==> config.mk <==
export PLATFORM = sky130hd
export DESIGN_NAME = bist_datapath_flat
export DESIGN_NICKNAME = d
export VERILOG_FILES = /design/src/rtl/bist_datapath_pkg.sv /design/src/rtl/bist_datapath_if.sv /design/src/rtl/bist_datapath_cmp_pipe.sv /design/src/rtl/bist_datapath.sv /design/src/flat_wrapper.sv
export SDC_FILE = /design/constraint.sdc
export NUM_CORES = 1
export LEC_CHECK = 0
export ABC_CLOCK_PERIOD_IN_PS = 1630
export CAP_MARGIN = 20
export CORE_MARGIN = 5
export CORE_UTILIZATION = 25
export DETAILED_ROUTE_END_ITERATION = 16
export GPL_ROUTABILITY_DRIVEN = 1
export PLACE_DENSITY_LB_ADDON = 0.25
export SKIP_CTS_REPAIR_TIMING = 1
export SLEW_MARGIN = 40
export SYNTH_ARGS = -nofsm -noshare
export SYNTH_HDL_FRONTEND = slang
export SYNTH_SLANG_ARGS = --single-unit
export TNS_END_PERCENT = 10
==> constraint.sdc <==
create_clock -name clk -period 1.63 [get_ports clk]
set_clock_uncertainty 0.1 [all_clocks]
set_input_delay 0.163 -clock clk [delete_from_list [all_inputs] [get_ports clk]]
set_output_delay 0.163 -clock clk [all_outputs]
set_load 0.005 [all_outputs]
==> src/rtl/bist_datapath_pkg.sv <==
// Shared types, constants and address helpers for the BIST datapath and the
// March-test control FSM that drives it.
package bist_pkg;

  localparam int FAIL_CNT_W = 8;
  localparam logic [FAIL_CNT_W-1:0] FAIL_CNT_MAX = '1;

  // One command word from control; the field order is the decode order both sides agree on.
  typedef struct packed {
    logic enable;
    logic up_down;
    logic rst_adr;
    logic pr_res_adr;
    logic wr_en;
    logic read_en;
    logic data_bit;
  } bist_cmd_t;

  localparam int CMD_W = $bits(bist_cmd_t);

  function automatic logic [31:0] start_addr(input logic up_down, input int unsigned addr_w);
    return up_down ? 32'd0 : ((32'd1 << addr_w) - 32'd1);
  endfunction

  function automatic logic [31:0] term_addr(input logic up_down, input int unsigned addr_w);
    return start_addr(!up_down, addr_w);
  endfunction

endpackage

==> src/rtl/bist_datapath_if.sv <==
// Memory-under-test bus between the BIST datapath (master) and the memory (slave).
interface bist_datapath_if #(
  parameter int ADDR_W = 4,
  parameter int DATA_W = 8
);
  logic [ADDR_W-1:0] mem_addr;
  logic [DATA_W-1:0] mem_wdata;
  logic [DATA_W-1:0] mem_rdata;
  logic              mem_we;
  logic              mem_re;

  modport master (output mem_addr, mem_wdata, mem_we, mem_re, input mem_rdata);
  modport slave  (input mem_addr, mem_wdata, mem_we, mem_re, output mem_rdata);
endinterface

==> src/rtl/bist_datapath_cmp_pipe.sv <==
// Delays the expected word and its address by the memory read latency so they
// line up with returning read data, then flags a mismatch.
module bist_cmp_pipe
  import bist_pkg::*;
#(
  parameter int ADDR_W = 4,
  parameter int DATA_W = 8,
  parameter int RD_LAT = 1
) (
  input  logic              clk,
  input  logic              rst,
  input  logic              push_i,
  input  logic              clear_i,
  input  logic [DATA_W-1:0] exp_i,
  input  logic [ADDR_W-1:0] addr_i,
  input  logic [DATA_W-1:0] rdata_i,
  output logic              mismatch_o,
  output logic [ADDR_W-1:0] mis_addr_o
);

  logic [DATA_W-1:0] exp_q  [RD_LAT];
  logic [ADDR_W-1:0] addr_q [RD_LAT];
  logic [RD_LAT-1:0] vld_q;
  logic [RD_LAT-1:0] vld_d;

  // A clear drops every tag in flight, including one being pushed this cycle.
  always_comb begin
    vld_d = '0;
    if (!clear_i) begin
      vld_d[0] = push_i;
      for (int i = 1; i < RD_LAT; i++) vld_d[i] = vld_q[i-1];
    end
  end

  always_ff @(posedge clk) begin
    if (rst) vld_q <= '0;
    else     vld_q <= vld_d;
  end

  always_ff @(posedge clk) begin
    exp_q[0]  <= exp_i;
    addr_q[0] <= addr_i;
    for (int i = 1; i < RD_LAT; i++) begin
      exp_q[i]  <= exp_q[i-1];
      addr_q[i] <= addr_q[i-1];
    end
  end

  assign mismatch_o = vld_q[RD_LAT-1] && (exp_q[RD_LAT-1] != rdata_i);
  assign mis_addr_o = addr_q[RD_LAT-1];

endmodule

==> src/rtl/bist_datapath.sv <==
// BIST address/data datapath: up/down address counter with wrap pulse, background
// write data, and read-compare result registers (sticky fail, first-fail address, count).
module bist_datapath
  import bist_pkg::*;
#(
  parameter int ADDR_W = 4,
  parameter int DATA_W = 8,
  parameter int RD_LAT = 1
) (
  input  logic                  clk,
  input  logic                  rst,
  input  logic                  enable,
  input  logic                  up_down,
  input  logic                  rst_adr,
  input  logic                  pr_res_adr,
  input  logic                  wr_en,
  input  logic                  read_en,
  input  logic                  data_bit,
  bist_datapath_if.master       mem,
  output logic                  c_out,
  output logic                  fail,
  output logic [ADDR_W-1:0]     fail_addr,
  output logic [FAIL_CNT_W-1:0] fail_cnt
);

  bist_cmd_t             cmd;
  logic [ADDR_W-1:0]     start_a, term_a;
  logic [ADDR_W-1:0]     addr_q, addr_d;
  logic                  c_out_q, c_out_d;
  logic                  fail_q, fail_d;
  logic [ADDR_W-1:0]     fail_addr_q, fail_addr_d;
  logic [FAIL_CNT_W-1:0] fail_cnt_q, fail_cnt_d;
  logic                  mismatch;
  logic [ADDR_W-1:0]     mis_addr;

  assign cmd = '{enable: enable, up_down: up_down, rst_adr: rst_adr, pr_res_adr: pr_res_adr,
                 wr_en: wr_en, read_en: read_en, data_bit: data_bit};

  assign start_a = ADDR_W'(start_addr(cmd.up_down, ADDR_W));
  assign term_a  = ADDR_W'(term_addr(cmd.up_down, ADDR_W));

  // Stepping off the terminal address wraps to start naturally via modulo arithmetic.
  always_comb begin
    addr_d = addr_q;
    if (cmd.rst_adr)     addr_d = start_a;
    else if (cmd.enable) addr_d = cmd.up_down ? addr_q + 1'b1 : addr_q - 1'b1;
  end

  assign c_out_d = cmd.enable && !cmd.rst_adr && (addr_q == term_a);

  always_comb begin
    fail_d      = fail_q;
    fail_addr_d = fail_addr_q;
    fail_cnt_d  = fail_cnt_q;
    if (cmd.pr_res_adr) begin
      fail_d      = 1'b0;
      fail_addr_d = '0;
      fail_cnt_d  = '0;
    end else if (mismatch) begin
      fail_d = 1'b1;
      if (!fail_q) fail_addr_d = mis_addr;
      if (fail_cnt_q != FAIL_CNT_MAX) fail_cnt_d = fail_cnt_q + 1'b1;
    end
  end

  always_ff @(posedge clk) begin
    if (rst) begin
      addr_q      <= '0;
      c_out_q     <= 1'b0;
      fail_q      <= 1'b0;
      fail_addr_q <= '0;
      fail_cnt_q  <= '0;
    end else begin
      addr_q      <= addr_d;
      c_out_q     <= c_out_d;
      fail_q      <= fail_d;
      fail_addr_q <= fail_addr_d;
      fail_cnt_q  <= fail_cnt_d;
    end
  end

  bist_cmp_pipe #(
    .ADDR_W (ADDR_W),
    .DATA_W (DATA_W),
    .RD_LAT (RD_LAT)
  ) u_cmp_pipe (
    .clk        (clk),
    .rst        (rst),
    .push_i     (cmd.read_en),
    .clear_i    (cmd.pr_res_adr),
    .exp_i      ({DATA_W{cmd.data_bit}}),
    .addr_i     (addr_q),
    .rdata_i    (mem.mem_rdata),
    .mismatch_o (mismatch),
    .mis_addr_o (mis_addr)
  );

  assign mem.mem_addr  = addr_q;
  assign mem.mem_wdata = {DATA_W{cmd.data_bit}};
  assign mem.mem_we    = cmd.wr_en;
  assign mem.mem_re    = cmd.read_en;

  assign c_out     = c_out_q;
  assign fail      = fail_q;
  assign fail_addr = fail_addr_q;
  assign fail_cnt  = fail_cnt_q;

endmodule

==> src/flat_wrapper.sv <==
// flat-port wrapper written by rule: the top's interface ports become plain ports
module bist_datapath_flat import bist_pkg::*;
#(
  parameter int ADDR_W = 4,
  parameter int DATA_W = 8,
  parameter int RD_LAT = 1
)
  (clk, rst, enable, up_down, rst_adr, pr_res_adr, wr_en, read_en, data_bit, c_out, fail, fail_addr, fail_cnt, mem_mem_addr, mem_mem_wdata, mem_mem_we, mem_mem_re, mem_mem_rdata);
  bist_datapath_if #(.ADDR_W(ADDR_W), .DATA_W(DATA_W)) mem_i ();
  input  logic clk;
  input  logic rst;
  input  logic enable;
  input  logic up_down;
  input  logic rst_adr;
  input  logic pr_res_adr;
  input  logic wr_en;
  input  logic read_en;
  input  logic data_bit;
  output logic c_out;
  output logic fail;
  output logic [ADDR_W-1:0] fail_addr;
  output logic [FAIL_CNT_W-1:0] fail_cnt;
  output wire logic [$bits(mem_i.mem_addr)-1:0] mem_mem_addr;
  output wire logic [$bits(mem_i.mem_wdata)-1:0] mem_mem_wdata;
  output wire logic [$bits(mem_i.mem_we)-1:0] mem_mem_we;
  output wire logic [$bits(mem_i.mem_re)-1:0] mem_mem_re;
  input wire logic [$bits(mem_i.mem_rdata)-1:0] mem_mem_rdata;
  assign mem_mem_addr = mem_i.mem_addr;
  assign mem_mem_wdata = mem_i.mem_wdata;
  assign mem_mem_we = mem_i.mem_we;
  assign mem_mem_re = mem_i.mem_re;
  assign mem_i.mem_rdata = mem_mem_rdata;
  bist_datapath #(.ADDR_W(ADDR_W), .DATA_W(DATA_W), .RD_LAT(RD_LAT)) u_core (.clk(clk), .rst(rst), .enable(enable), .up_down(up_down), .rst_adr(rst_adr), .pr_res_adr(pr_res_adr), .wr_en(wr_en), .read_en(read_en), .data_bit(data_bit), .mem(mem_i), .c_out(c_out), .fail(fail), .fail_addr(fail_addr), .fail_cnt(fail_cnt));
endmodule
# == After elaboration in Yosys (flattened, before gate mapping) ==
# Memories as Yosys holds them, arrays and structs flattened. A register that Yosys moved wholly into a read port is not among the register bits.
# Index checks and enable logic that the tools add are counted.
# totals
regBits,15
latch_bits,0
mem_bits_rw,12
rom_bits,0
inputBits,17
out_inout_bits,28
elab_cells,27
mem_count,2
# op_classes
addsub,3
n_mul,0
div,0
order_cmp,0
eq_ne,3
n_shift,0
n_mux,5
bitwise_logic,1
n_reduce_logical,8
# memory_table
memory,words,width,read_ports,rd_clocked_by_memory_dff,write_ports,line,text
u_core.u_cmp_pipe.exp_q,1,8,1,0,1,bist_datapath_cmp_pipe.sv:21,logic [DATA_W-1:0] exp_q [RD_LAT];
u_core.u_cmp_pipe.addr_q,1,4,1,1,1,bist_datapath_cmp_pipe.sv:22,logic [ADDR_W-1:0] addr_q [RD_LAT];
# op_table
cell,n
$mux W4,5
$add A8 B1 Y8 const B,1
$ne A8 B8 Y1,1
$ne A8 B8 Y1 const B,1
$add A4 B1 Y4 const B,1
$eq A4 B4 Y1,1
$reduce_and A2 Y1,2
$sub A4 B1 Y4 const B,1
$logic_and A1 B1 Y1,3
$reduce_bool A2 Y1,1
$reduce_or A2 Y1,1
$logic_not A1 Y1,1
$not A1 Y1,1

# == Longest topological paths before layout ==
# depth
depth_word,4
depth_mapped,6
ltp_nobuf,6

# == By module ==
# Synthesis repeated with hierarchy kept, for this count alone.
# hier_totals
cells_unflattened,138
hier_area_um2,1391.3
# by_module_without_submodules
module,n_inst,cells_each,area_per_inst_um2,seq_area_each_um2
bist_datapath,1,113,1033.5,360.3
bist_cmp_pipe,1,25,357.8,260.2

# == Worst setup path before layout ==
# No wires, ideal clock.
# synth_path
path_type,register to register
startpoint,reg u_core.fail_cnt_q[0] (netlist: u_core.fail_cnt[0])
endpoint,reg u_core.fail_cnt_q[2] (netlist: u_core.fail_cnt[2])
setup_time_ns,0.060
arrival_time_ns,1.357
t_required_ns,1.470
setup_slack_ns,0.113
path_stages_with_launch,6
n_path_buf,0
period_less_slack_ns,1.517
cell_sequence,dfxtp_1 ha_1 nand3_1 or3_1 a41oi_1 a41o_1
# synth_between
elab_chain_cells,2
word_cells_on_any_way,3
cone_classes,add/sub (1); eq/ne (1); reduce/logical (1)
# synth_lines
element,line,text
from (decl),bist_datapath.sv:32,"logic [FAIL_CNT_W-1:0] fail_cnt_q, fail_cnt_d;"
from (signal assigned),bist_datapath.sv:78,fail_cnt_q <= fail_cnt_d;
branches (longest 2 deep; another with $add A8 B1 Y8),--,
# Parallel ways; which one is timed is not known.
# A chain may end at the register's enable or synchronous reset.

# == Final worst setup path ==
# layout_path
startpoint,in mem_mem_rdata[5]
endpoint,reg u_core.fail_cnt_q[0] (netlist: u_core.fail_cnt[0])
# layout_between
elab_chain_cells,3
# layout_lines
element,line,text
from (decl),flat_wrapper.sv:27,input wire logic [$bits(mem_i.mem_rdata)-1:0] mem_mem_rdata;
$ne A8 B8 Y1,bist_datapath_cmp_pipe.sv:49,assign mismatch_o = vld_q[RD_LAT-1] && (exp_q[RD_LAT-1] != rdata_i);
$logic_and A1 B1 Y1,bist_datapath_cmp_pipe.sv:49,
$reduce_and A2 Y1 (no line),--,
# Every way passes these cells.

==> results.tsv <==
metric	value	unit
grt_util_all_layers	11.0	%
slowest_delay	0.52	ns
max_freq	626	MHz
die_w	81.6	µm
slew_headroom	75.9	%
multi_input_area	728	µm²
synth_area	1280	µm²
pre_cts_ws	-0.256	ns
instances_no_fill	259	
p_comb_share	16.8	%
drv_slew	0	
stdcell_area	1970	µm²
grt_pass1_wl	5860	µm
avgViaCountPerCell	4.79	
cp-end-kind	flip-flop	
power.density	699	nW/µm²
timing.final.crit_period	1.60	ns
grt_overflow	0	
synth_top_cell_area_share	37.5	%
synth_area_leaders	dfxtp_1 38%, buf_4 7.0%, nand3_1 4.7%	
cts_buffers	3	
drtPass1Iterations	4	
syn_to_final_growth	54.0	%
numPlacedInstances	255	
synthTopCellsByCount	24 x dfxtp_1, 12 x buf_4, 12 x nand3_1, 10 x nand2_1, 9 x a21oi_1	
yosysMostFrequentCell	dfxtp_1	
core_area	5040	µm²
clock_power_share	37.2	%
synth_area_per_cell	9.14	µm²
cts.clk_slew.worst_paths	0.09	ns
worstSetupPathType	in2reg	
ys.flop_type	dfxtp_1	
clock-sinks	24	
outcome	completed	
worst_pin_slew	0.361	ns
fin_crit_sh	98.0	%
initial_core_util	25.4	%
cts_tree	done	
setup_slack	0.0325	ns
first_iter_violations	83	
power_switching	303	µW
drtAntennaViolNets	0	
fill_cells	506	
hold_viol_final	0	
postLayoutCoreUtil	39.1	%
seq_power_share	46.0	%
worstHoldPathType	in2reg	
row_count	26	
grt_pass1_vias	1273	
cap_violations	0	
num_vias	1241	
clockBufferDepth	2	
synthArstFlopShare	0	%
routed_wl	3520	µm
clock_latency	0.26	ns
hpwl	2770	µm
vdd_drop_max	333	µV
die_y	81.6	µm
setup_viol	0	
p_leak	0.724	nW
path_buf_inv	2	
placed_area	1840	µm²
drc	0	
drt-wirelength-per-cell	13.6	µm
swShare	22.0	%
start_kind	input pin	
h-tree-depth	1	
synth_nets	161	
p_int	1.07	mW
worstPathMaxFanout	7	
io_buffers	42	
path_cells	clkdlybuf4s50_1, nand2_1, o41ai_4, buf_4, or4_4, a21oi_2	
synth-edff-count	0	
yosys_register_bits	24	
dieArea	6650	µm²
power.total	1.38	mW
regArea	485	µm²
slowest_stage	or4_4	
yosysUniqueCellTypes	43	
ys_seq_area_share	37.5	%
drive_gt1_share	24.3	%
io_pins	45	
clockRootBuffer	clkbuf_8	
syn_inst	140	
cp.arrival	1.70	ns
antenna-diode-count	0	
grt_max_degree	15	
path_delay_family	simple AND/OR/NAND/NOR gates	
required	1.73	ns
place.gp.congestion	0.837	
antenna_found_initial	0	
yosys.area.top_type	dfxtp_1	
yosysWarningCount	0	
final_nets	211	
==> cell families (layout without fill, tap and decap cells) <==
kind of cell	count (synthesis)	in the layout	synth area share [%]
AND/OR/NAND/NOR	55	55	24.7
multiplexers	4	4	3.23
flip-flops	24	24	37.5
AO/OA/AOI/OAI	31	31	19.3
buffers and inverters	20	69	9.38
adder cells (fa/ha/maj)	4	4	4.50
XOR/XNOR	2	2	1.37
==> state kept, by name, summed over array words and instances (netlist names) <==
register and cells:
u_core.u_cmp_pipe.exp_q 1, u_core.u_cmp_pipe.vld_q 1, u_core.u_cmp_pipe.addr_q 4, u_core.fail_addr 4, u_core.fail 1, u_core.mem.mem_addr 4, u_core.c_out 1, u_core.fail_cnt 8
==> through the flow <==
stage          TNS [ns]  hold slack (ns)
2_1_floorplan         0           0.0907
3_3_place_gp      -2.96            0.226
3_5_place_dp      -3.08            0.226
4_1_cts         -0.0614            0.226
5_1_grt         -0.0201           0.0813
6_report              0           0.0696
==> path summary, 6_finish.rpt <==
kind	slack [ns]	depth (start not counted)	end	startpoint
min reg2reg	0.31	0	u_core.u_cmp_pipe.addr_q[0][2]	u_core.mem.mem_addr[2]
min	0.07	1	u_core.u_cmp_pipe.exp_q[0][6]	data_bit
max reg2reg	0.07	6	u_core.fail_cnt[0]	u_core.fail_cnt[0]
max	0.03	6	u_core.fail_cnt[0]	mem_mem_rdata[5]
==> placed cells by master, fill, tap and decap left out, drive strengths merged, types with 2 or more instances in the layout <==
cell type	Yosys	routed
nor4b	3	3
nand4	2	2
a21oi	9	9
clkdlybuf4s50	0	39
a211o	2	2
o21a	3	3
clkbuf	4	3
or4	2	2
nor2	7	7
o41ai	2	2
dfxtp	24	24
or3	5	5
dlymetal6s2s	0	3
inv	4	4
ha	3	3
mux2i	3	3
o31ai	6	6
nor3	2	2
nand2	10	10
nor4	4	4
buf	12	19
nand3	13	13
nand4b	2	2
and3	2	2
==> area by class of cell <==
cell class | instances | area share [%]
inverter | 4 | 0.762
clock buffer | 3 | 2.10
tap | 70 | 4.44
multi-input combinational | 96 | 37.0
timing repair buffer | 61 | 29.6
sequential | 24 | 24.6
clock inverter | 1 | 1.52
==> layer usage <==
layer  wire length, µm  vias up  track usage, %
li1                  -      611               -
met1              1510      592            13.2
met2              1740       34            19.9
met3               238        4            2.52
met4                33        0            2.53
met5                 0        -               0
==> power by group through the flow <==
stage	Combinational, mW	Sequential [mW]	Clock [mW]
after detailed placement	0.229	0.646	0
after global routing	0.253	0.639	0.554
after floorplan	0.110	0.643	0
after global placement	0.224	0.645	0
after CTS	0.230	0.633	0.528
final	0.232	0.633	0.512
(Power assumes the default switching activity.)
